## src/rtl/mips_mc_ctrl_pkg.sv

```systemverilog
// Shared encodings for the multicycle MIPS control FSM: state codes, ALU/extender/PC-select
// constants, instruction opcode/funct codes and the decoded instruction class.
package mips_mc_ctrl_pkg;

  typedef enum logic [2:0] {
    S_FETCH  = 3'd0,
    S_DECODE = 3'd1,
    S_EXEC   = 3'd2,
    S_MEM    = 3'd3,
    S_WB     = 3'd4
  } state_t;

  localparam logic [4:0] ALUOp_NOP  = 5'd0;
  localparam logic [4:0] ALUOp_ADDU = 5'd1;
  localparam logic [4:0] ALUOp_SUBU = 5'd2;
  localparam logic [4:0] ALUOp_OR   = 5'd4;

  localparam logic [1:0] EXT_ZERO   = 2'd0;
  localparam logic [1:0] EXT_SIGNED = 2'd1;

  localparam logic [1:0] PC_SRC_PC4 = 2'd0;
  localparam logic [1:0] PC_SRC_BR  = 2'd1;
  localparam logic [1:0] PC_SRC_JMP = 2'd2;

  localparam logic [5:0] INSTR_RTYPE_OP   = 6'h00;
  localparam logic [5:0] INSTR_ORI_OP     = 6'h0D;
  localparam logic [5:0] INSTR_LW_OP      = 6'h23;
  localparam logic [5:0] INSTR_SW_OP      = 6'h2B;
  localparam logic [5:0] INSTR_BEQ_OP     = 6'h04;
  localparam logic [5:0] INSTR_J_OP       = 6'h02;
  localparam logic [5:0] INSTR_ADDU_FUNCT = 6'h21;
  localparam logic [5:0] INSTR_SUBU_FUNCT = 6'h23;

  // One-hot instruction class; legal is the OR of the class bits.
  typedef struct packed {
    logic addu;
    logic subu;
    logic ori;
    logic lw;
    logic sw;
    logic beq;
    logic j;
    logic legal;
  } instr_cls_t;

endpackage

```

## src/rtl/mips_mc_ctrl_if.sv

```systemverilog
// Datapath <-> control bundle. master = datapath side, slave = control FSM.
interface mips_mc_ctrl_if #(
  parameter int ALUOP_W = 5,
  parameter int EXTOP_W = 2
);
  logic               en;
  logic [5:0]         opcode;
  logic [5:0]         func;
  logic               compare;
  logic               mem_ready;
  logic               pc_wr;
  logic [1:0]         pc_src;
  logic               ir_wr;
  logic               reg_wr;
  logic               reg_dst;
  logic               alu_src;
  logic [EXTOP_W-1:0] ext_op;
  logic [ALUOP_W-1:0] aluctr;
  logic               mem_rd;
  logic               mem_wr;
  logic               mem_to_reg;
  logic               illegal;
  logic [2:0]         state_o;

  modport master (
    output en, opcode, func, compare, mem_ready,
    input  pc_wr, pc_src, ir_wr, reg_wr, reg_dst, alu_src, ext_op, aluctr,
           mem_rd, mem_wr, mem_to_reg, illegal, state_o
  );

  modport slave (
    input  en, opcode, func, compare, mem_ready,
    output pc_wr, pc_src, ir_wr, reg_wr, reg_dst, alu_src, ext_op, aluctr,
           mem_rd, mem_wr, mem_to_reg, illegal, state_o
  );
endinterface

```

## src/rtl/mips_mc_decode.sv

```systemverilog
// Opcode/funct to one-hot instruction class plus legal flag.
module mips_mc_decode
  import mips_mc_ctrl_pkg::*;
(
  input  logic [5:0] opcode,
  input  logic [5:0] func,
  output instr_cls_t cls
);
  always_comb begin
    cls = '0;
    case (opcode)
      INSTR_RTYPE_OP: begin
        cls.addu = (func == INSTR_ADDU_FUNCT);
        cls.subu = (func == INSTR_SUBU_FUNCT);
      end
      INSTR_ORI_OP: cls.ori = 1'b1;
      INSTR_LW_OP:  cls.lw  = 1'b1;
      INSTR_SW_OP:  cls.sw  = 1'b1;
      INSTR_BEQ_OP: cls.beq = 1'b1;
      INSTR_J_OP:   cls.j   = 1'b1;
      default: ;
    endcase
    cls.legal = cls.addu | cls.subu | cls.ori | cls.lw | cls.sw | cls.beq | cls.j;
  end
endmodule

```

## src/rtl/mips_mc_ctrl.sv

```systemverilog
// Multicycle MIPS control FSM (FETCH/DECODE/EXEC/MEM/WB).
// Optional MEM_WAIT_EN: MEM stalls until mem_ready; otherwise MEM is one cycle.
module mips_mc_ctrl
  import mips_mc_ctrl_pkg::*;
#(
  parameter int ALUOP_W = 5,
  parameter int EXTOP_W = 2
) (
  input  logic           clk,
  input  logic           rst,
  mips_mc_ctrl_if.slave  bus
);
  state_t             state, nxt;
  instr_cls_t         cls;
  logic [ALUOP_W-1:0] alu_sel;
  logic [EXTOP_W-1:0] ext_sel;
  logic               src_sel;
  logic               mem_done;

  mips_mc_decode u_dec (.opcode(bus.opcode), .func(bus.func), .cls(cls));

  always_ff @(posedge clk) begin
    if (rst)         state <= S_FETCH;
    else if (bus.en) state <= nxt;
  end

  // ALU/extender selects set up in EXEC and held through MEM/WB.
  always_comb begin
    alu_sel = ALUOP_W'(ALUOp_NOP);
    ext_sel = EXTOP_W'(EXT_ZERO);
    src_sel = 1'b0;
    if (cls.addu) alu_sel = ALUOP_W'(ALUOp_ADDU);
    if (cls.subu || cls.beq) alu_sel = ALUOP_W'(ALUOp_SUBU);
    if (cls.ori) begin
      alu_sel = ALUOP_W'(ALUOp_OR);
      src_sel = 1'b1;
    end
    if (cls.lw || cls.sw) begin
      alu_sel = ALUOP_W'(ALUOp_ADDU);
      ext_sel = EXTOP_W'(EXT_SIGNED);
      src_sel = 1'b1;
    end
  end

`ifdef MEM_WAIT_EN
  assign mem_done = bus.mem_ready;
`else
  // mem_ready has no effect here; it is folded in only so the port is read.
  assign mem_done = bus.mem_ready | 1'b1;
`endif

  always_comb begin
    nxt            = state;
    bus.pc_wr      = 1'b0;
    bus.pc_src     = PC_SRC_PC4;
    bus.ir_wr      = 1'b0;
    bus.reg_wr     = 1'b0;
    bus.reg_dst    = 1'b0;
    bus.alu_src    = 1'b0;
    bus.ext_op     = '0;
    bus.aluctr     = '0;
    bus.mem_rd     = 1'b0;
    bus.mem_wr     = 1'b0;
    bus.mem_to_reg = 1'b0;
    bus.illegal    = 1'b0;
    bus.state_o    = state;
    if (rst) begin
      nxt = S_FETCH;
    end else begin
      if (state == S_EXEC || state == S_MEM || state == S_WB) begin
        bus.aluctr  = alu_sel;
        bus.ext_op  = ext_sel;
        bus.alu_src = src_sel;
      end
      case (state)
        S_FETCH: begin
          bus.ir_wr = bus.en;
          bus.pc_wr = bus.en;
          nxt       = S_DECODE;
        end
        S_DECODE: begin
          if (cls.legal) nxt = S_EXEC;
          else begin
            bus.illegal = bus.en;
            nxt         = S_FETCH;
          end
        end
        S_EXEC: begin
          if (cls.beq) begin
            bus.pc_src = PC_SRC_BR;
            bus.pc_wr  = bus.en & bus.compare;
            nxt        = S_FETCH;
          end else if (cls.j) begin
            bus.pc_src = PC_SRC_JMP;
            bus.pc_wr  = bus.en;
            nxt        = S_FETCH;
          end else if (cls.lw || cls.sw) nxt = S_MEM;
          else nxt = S_WB;
        end
        S_MEM: begin
          bus.mem_rd = bus.en & cls.lw;
          bus.mem_wr = bus.en & cls.sw;
          if (mem_done) nxt = cls.lw ? S_WB : S_FETCH;
        end
        S_WB: begin
          bus.reg_wr     = bus.en;
          bus.reg_dst    = cls.addu | cls.subu;
          bus.mem_to_reg = cls.lw;
          nxt            = S_FETCH;
        end
        default: nxt = S_FETCH;
      endcase
    end
  end
endmodule

```

## src/flat_wrapper.sv

```systemverilog
// flat-port wrapper written by rule: the top's interface ports become plain ports
module mips_mc_ctrl_flat import mips_mc_ctrl_pkg::*;
#(
  parameter int ALUOP_W = 5,
  parameter int EXTOP_W = 2
)
  (clk, rst, bus_en, bus_opcode, bus_func, bus_compare, bus_mem_ready, bus_pc_wr, bus_pc_src, bus_ir_wr, bus_reg_wr, bus_reg_dst, bus_alu_src, bus_ext_op, bus_aluctr, bus_mem_rd, bus_mem_wr, bus_mem_to_reg, bus_illegal, bus_state_o);
  mips_mc_ctrl_if #(.ALUOP_W(ALUOP_W), .EXTOP_W(EXTOP_W)) bus_i ();
  input  logic clk;
  input  logic rst;
  input wire logic [$bits(bus_i.en)-1:0] bus_en;
  input wire logic [$bits(bus_i.opcode)-1:0] bus_opcode;
  input wire logic [$bits(bus_i.func)-1:0] bus_func;
  input wire logic [$bits(bus_i.compare)-1:0] bus_compare;
  input wire logic [$bits(bus_i.mem_ready)-1:0] bus_mem_ready;
  output wire logic [$bits(bus_i.pc_wr)-1:0] bus_pc_wr;
  output wire logic [$bits(bus_i.pc_src)-1:0] bus_pc_src;
  output wire logic [$bits(bus_i.ir_wr)-1:0] bus_ir_wr;
  output wire logic [$bits(bus_i.reg_wr)-1:0] bus_reg_wr;
  output wire logic [$bits(bus_i.reg_dst)-1:0] bus_reg_dst;
  output wire logic [$bits(bus_i.alu_src)-1:0] bus_alu_src;
  output wire logic [$bits(bus_i.ext_op)-1:0] bus_ext_op;
  output wire logic [$bits(bus_i.aluctr)-1:0] bus_aluctr;
  output wire logic [$bits(bus_i.mem_rd)-1:0] bus_mem_rd;
  output wire logic [$bits(bus_i.mem_wr)-1:0] bus_mem_wr;
  output wire logic [$bits(bus_i.mem_to_reg)-1:0] bus_mem_to_reg;
  output wire logic [$bits(bus_i.illegal)-1:0] bus_illegal;
  output wire logic [$bits(bus_i.state_o)-1:0] bus_state_o;
  assign bus_i.en = bus_en;
  assign bus_i.opcode = bus_opcode;
  assign bus_i.func = bus_func;
  assign bus_i.compare = bus_compare;
  assign bus_i.mem_ready = bus_mem_ready;
  assign bus_pc_wr = bus_i.pc_wr;
  assign bus_pc_src = bus_i.pc_src;
  assign bus_ir_wr = bus_i.ir_wr;
  assign bus_reg_wr = bus_i.reg_wr;
  assign bus_reg_dst = bus_i.reg_dst;
  assign bus_alu_src = bus_i.alu_src;
  assign bus_ext_op = bus_i.ext_op;
  assign bus_aluctr = bus_i.aluctr;
  assign bus_mem_rd = bus_i.mem_rd;
  assign bus_mem_wr = bus_i.mem_wr;
  assign bus_mem_to_reg = bus_i.mem_to_reg;
  assign bus_illegal = bus_i.illegal;
  assign bus_state_o = bus_i.state_o;
  mips_mc_ctrl #(.ALUOP_W(ALUOP_W), .EXTOP_W(EXTOP_W)) u_core (.clk(clk), .rst(rst), .bus(bus_i));
endmodule
```

## config.mk

```make
export PLATFORM = sky130hd
export DESIGN_NAME = mips_mc_ctrl_flat
export DESIGN_NICKNAME = d
export VERILOG_FILES = /design/src/rtl/mips_mc_ctrl_pkg.sv /design/src/rtl/mips_mc_ctrl_if.sv /design/src/rtl/mips_mc_decode.sv /design/src/rtl/mips_mc_ctrl.sv /design/src/flat_wrapper.sv
export SDC_FILE = /design/constraint.sdc
export NUM_CORES = 1
export LEC_CHECK = 0
export BUFFER_PORTS_ARGS = -buffer_cell sky130_fd_sc_hd__buf_2
export CAP_MARGIN = 20
export CORE_MARGIN = 8
export CORE_UTILIZATION = 38
export DETAILED_ROUTE_END_ITERATION = 8
export PLACE_DENSITY = 0.88
export SLEW_MARGIN = 20
export SYNTH_ARGS = -nofsm -noshare
export SYNTH_HDL_FRONTEND = slang
export SYNTH_SLANG_ARGS = --single-unit
```

## constraint.sdc

```tcl
create_clock -name clk -period 3.2 [get_ports clk]
set_input_delay 0.8 -clock clk [delete_from_list [all_inputs] [get_ports clk]]
set_output_delay 0.8 -clock clk [all_outputs]
set_load 0.1 [all_outputs]
```

# Yosys cells after proc, flatten, opt, wreduce, memory -nomap -nowiden

Index checks and enable logic that the tools add are counted.

Input port bits: 17
Register bits after elaboration: 3
Word-level logic and storage cells: 75

Equal/unequal tests: 11
Reductions and logical operators: 6
Bitwise operators: 9
Multiplexer cells: 48

Operator list:

| operator                                             | count |
|---|---|
| two-way mux 1 bit                                    | 30 |
| equality test 6 bit (second input constant)          | 4 |
| two-way mux 3 bit                                    | 7 |
| two-way mux 2 bit                                    | 8 |
| one-hot mux 3 bit (4 select lines)                   | 1 |
| equality test 3 x 2 -> 1 bit (second input constant) | 2 |
| equality test 6 x 2 -> 1 bit (second input constant) | 1 |
| equality test 6 x 3 -> 1 bit (second input constant) | 1 |
| equality test 6 x 4 -> 1 bit (second input constant) | 1 |
| zero test 6 bit                                      | 1 |
| OR 1 bit                                             | 6 |
| two-way mux 5 bit                                    | 1 |
| logical OR 1 bit                                     | 4 |
| AND 1 bit                                            | 3 |
| equality test 3 x 1 -> 1 bit (second input constant) | 1 |
| equality test 3 bit (second input constant)          | 1 |
| zero test 3 bit                                      | 1 |
| one-hot mux 1 bit (2 select lines)                   | 1 |

# Depth between registers and ports, before layout

Depth in word-level cells: 11
Gate-level depth with buffers: 4

# Cells and area by module

From an unflattened synthesis, not the netlist that was laid out.

Cells, all modules: 76
Area total of the unflattened synthesis: 519.2 µm²

By module, submodules not included:

| module         | area an instance (µm²) | seq. area each (µm²) | cells each | instances |
|---|---|---|---|---|
| mips_mc_ctrl   | 374.1                  | 60.1                 | 53         | 1 |
| mips_mc_decode | 145.1                  | 0.0                  | 23         | 1 |

# Least setup slack after synthesis

Ideal clock, no wire load.

Path type: reg2out
Start point: register u_core.state[0] (netlist: u_core.bus.state_o[0])
End point: output port bus_mem_wr
Required time: 2.400 ns
Arrival time: 4.456 ns
Path slack: -2.056 ns
Buffers on the path: 0
Cell stages (with the launch flop): 3
Cell sequence: dfxtp_1 nand3b_1 nor4b_1

Longest elaborated chain between the ends: 3

RTL lines:

| what                         | line               | RTL |
|---|---|---|
| start, declared              | mips_mc_ctrl.sv:13 | `state_t state, nxt;` |
| start signal, assigned       | mips_mc_ctrl.sv:24 | `else if (bus.en) state <= nxt;` |
| equality test 3 x 2 -> 1 bit | mips_mc_ctrl.sv:75 | `case (state)` |
| two-way mux 1 bit            | mips_mc_ctrl.sv:75 |  |
| two-way mux 1 bit            | mips_mc_ctrl.sv:67 | `if (rst) begin` |
| end, declared                | flat_wrapper.sv:25 | `output wire logic [$bits(bus_i.mem_wr)-1:0] bus_mem_wr;` |

No other way between the ends.

# Worst setup path after layout

Start point: input port bus_func[2]
End point: output port bus_aluctr[1]

Longest elaborated chain between the ends: 8

RTL lines:

| what                | line                 | RTL |
|---|---|---|
| start, declared     | flat_wrapper.sv:13   | `input wire logic [$bits(bus_i.func)-1:0] bus_func;` |
| equality test 6 bit | mips_mc_decode.sv:14 | `cls.subu = (func == INSTR_SUBU_FUNCT);` |
| two-way mux 2 bit   | mips_mc_decode.sv:11 | `case (opcode)` |
| logical OR 1 bit    | mips_mc_ctrl.sv:33   | `if (cls.subu \|\| cls.beq) alu_sel = ALUOP_W'(ALUOp_SUBU);` |
| two-way mux 2 bit   | mips_mc_ctrl.sv:33   |  |
| two-way mux 3 bit   | mips_mc_ctrl.sv:34   | `if (cls.ori) begin` |
| two-way mux 3 bit   | mips_mc_ctrl.sv:38   | `if (cls.lw \|\| cls.sw) begin` |
| two-way mux 3 bit   | mips_mc_ctrl.sv:70   | `if (state == S_EXEC \|\| state == S_MEM \|\| state == S_WB) begin` |
| two-way mux 5 bit   | mips_mc_ctrl.sv:67   |  |
| end, declared       | flat_wrapper.sv:23   | `output wire logic [$bits(bus_i.aluctr)-1:0] bus_aluctr;` |

No other way between the ends.

==> run summary <==
Largest net degree at the start of global routing: 14
Routed Antenna Nets: 0
Top_reg_cell synth: dfxtp_1
GRT Total Usage: 0.1922
Status: finished, violations left
Final Setup Violations: 2
Worst skew pair latency: 0.23 ns
CTS max path bufs: 2
Synthesized area: 499.2 sq um
Top cell type's share of synthesized area: 0.1203
Pins Over Slew Limit: 0
Post-detail-place hpwl: 1973 microns
CP cell instances: buf_6 -> or4b_4 -> or4_4 -> o22a_1 -> nor3_4 -> buf_12
Global-route wire length before repair: 4029 microns
Switching Power: 0.09047 mW
Avg Inst Size Synth: 6.934 sq um
CP Capture Type: primary output
Cell family with most CP delay: simple AND/OR/NAND/NOR gates
Starting Density: 0.3935
Clk sinks: 3
Register area share after synthesis: 0.1203
GPL Wtd Cong: 0.9081
IO buf count: 33
Final Skew: 0.004831 ns
Cell Int Power: 0.1176 mW
Power Density: 187.7 mW/mm^2
Initial antenna violation count: 0
Ys Warns: 0
Max-cap violations: 0
Crit path buffers/inverters: 2
Min cycle time layout: 3.326 ns
Initial DRC Count: 40
CP Launch Type: input pin
Hold crit path type: reg -> reg
Vias in the first global route: 821
Vias/cell: 6.107
Top-count cell post-synth: nor2_1
Slowest stage delay, CP: 0.53 ns
Total power: 0.2081 mW
Area delta synth->final: 122.1%
Post-synth EDFFs: 0
N_diodes: 0
Core Region: 0.001269 sq mm
CTS Buf Count: 3
Minimum hold slack: 0.5423 ns
Maximum clock rate: 0.3006 GHz
VDD IR max: 0.2728 mV
Worst path required time: 2.40 ns
Dominant cells by area after synthesis: dfxtp_1 12%, nand2b_1 6.3%, nor2_1 6.0%, or4_1 6.0%, buf_4 4.5%
Critical path type: in -> out
Remaining Overflow, GRT: 0
DRT Pass-1 Iters: 4
Post-Syn Instances: 72
Routed wire length per instance: 20.42 microns
Gate power share: 0.486
Largest register FFs: 3
R2R setup slack: 1.72 ns
Die Ht: 52.25 microns
Die X: 52.25 microns
Leak: 0.4314 nW
CTS tree: built
Post-synth top cells: 8 x nor2_1, 5 x nand2b_1, 4 x or4_1
Hold Fails Final Rpt: 0
CP max FO: 3
Synth area leader: dfxtp_1
Die ar.: 0.002730 sq mm
Nets: 134
Root Driver: clkbuf_4
Worst Slack Setup Final: -0.1263 ns
Sw frac: 0.4347
Top-level I/O count: 38
Synthesis-stage register bit count: 3
Netlist cell types: 37
# DRC: 0
Failing checks: setup timing
Fin crit share: 1.039
Routed WL: 2675 microns
Htree depth: 1
RSZ-0062 raised after global routing: true
Vias: 800
Ys async rst share: 0
Layout cells sized above 1: 0.5948
Critical Path AT: 2.53 ns
Clock Power Share: 0.314
Sequential share of power: 0.200
Clock slew at reported path FFs: 0.03 ns
CP max stage cell: or4b_4
Site row count: 13
stage by stage:
stage	instances	instance area, sq um	utilization	setup slack [ns]	TNS, ns
floorplan	74	630.6	-	-0.3987	-0.9062
global placement	126	1047	0.8254	-0.1195	-0.2199
detailed placement	126	1047	0.8254	-0.1296	-0.3125
CTS	131	1096	0.8639	-0.1204	-0.2289
global route	131	1109	0.8738	-0.1497	-0.2935
finish	131	1109	0.8738	-0.1263	-0.2359
path summary, 6_finish.rpt:
check                                      startpoint               endpoint  cells past startpoint
worst min register to register  u_core.bus.state_o[2]  u_core.bus.state_o[2]                      2
worst min-delay path            u_core.bus.state_o[2]  u_core.bus.state_o[2]                      2
worst max-delay path                      bus_func[2]          bus_aluctr[1]                      6
worst max register to register  u_core.bus.state_o[2]  u_core.bus.state_o[2]                      3
cell families after synthesis:
| family | after synthesis | share of synthesized area |
|---|---|---|
| AND/OR/NAND/NOR | 46 | 0.5865 |
| buffers and inverters | 7 | 0.07518 |
| other | 1 | 0.007512 |
| flip-flops | 3 | 0.1203 |
| AO/OA/AOI/OAI | 15 | 0.2105 |
layer usage:
metal	vias to the layer above	GRT usage	wire (microns)
met4	0	0.06897	87
met5	-	0	0
met3	12	0.03977	231
li1	354	-	-
met1	377	0.1965	967
met2	57	0.3700	1388
cells in the final DEF, fill, tap and decap left out, types with 2 or more instances in the layout:
cell type / instances
clkbuf_4: 3
buf_4: 9
or4_4: 3
nor3_4: 3
nand2b_1: 5
conb_1: 3
a31oi_1: 2
buf_6: 3
nand3_1: 2
nor2_4: 3
a21oi_1: 2
dfxtp_2: 2
nand2_1: 3
buf_2: 18
buf_12: 13
nor2_2: 4
nand3b_1: 3
nor2b_1: 2
what timing repair did:
action / in CTS / in global routing
endpoints found under the setup margin: 4 / 5
pin swaps: 2 / 2
setup buffers: 1 / 0
gates resized for setup: 3 / 3
hold buffers: 0 / 0
area by class of cell:
| cell class | count | area (sq um) |
|---|---|---|
| repair buffers | 43 | 451.7 |
| inverters | 2 | 7.507 |
| well taps | 15 | 18.77 |
| clock buffers | 4 | 26.28 |
| flip-flops and latches | 3 | 62.56 |
| fillers | 58 | 160.2 |
| multi-input cells | 64 | 541.8 |
worst reg2reg max path: stages, from the launching register on:
cell	delay [ns]
dfxtp_2	0.35
nand3b_1	0.33
or4b_1	0.54
a31oi_1	0.18
power by group through the flow:
stage	clock, mW	combinational (mW)	sequential [mW]
6_report	0.0654	0.101	0.0416
5_1_grt	0.0719	0.105	0.0419
4_1_cts	0.0661	0.0971	0.0416
3_5_place_dp	0	0.0951	0.0421
3_3_place_gp	0	0.0920	0.0416
2_1_floorplan	0	0.0588	0.0487
Power figures use the tool's default switching activity.
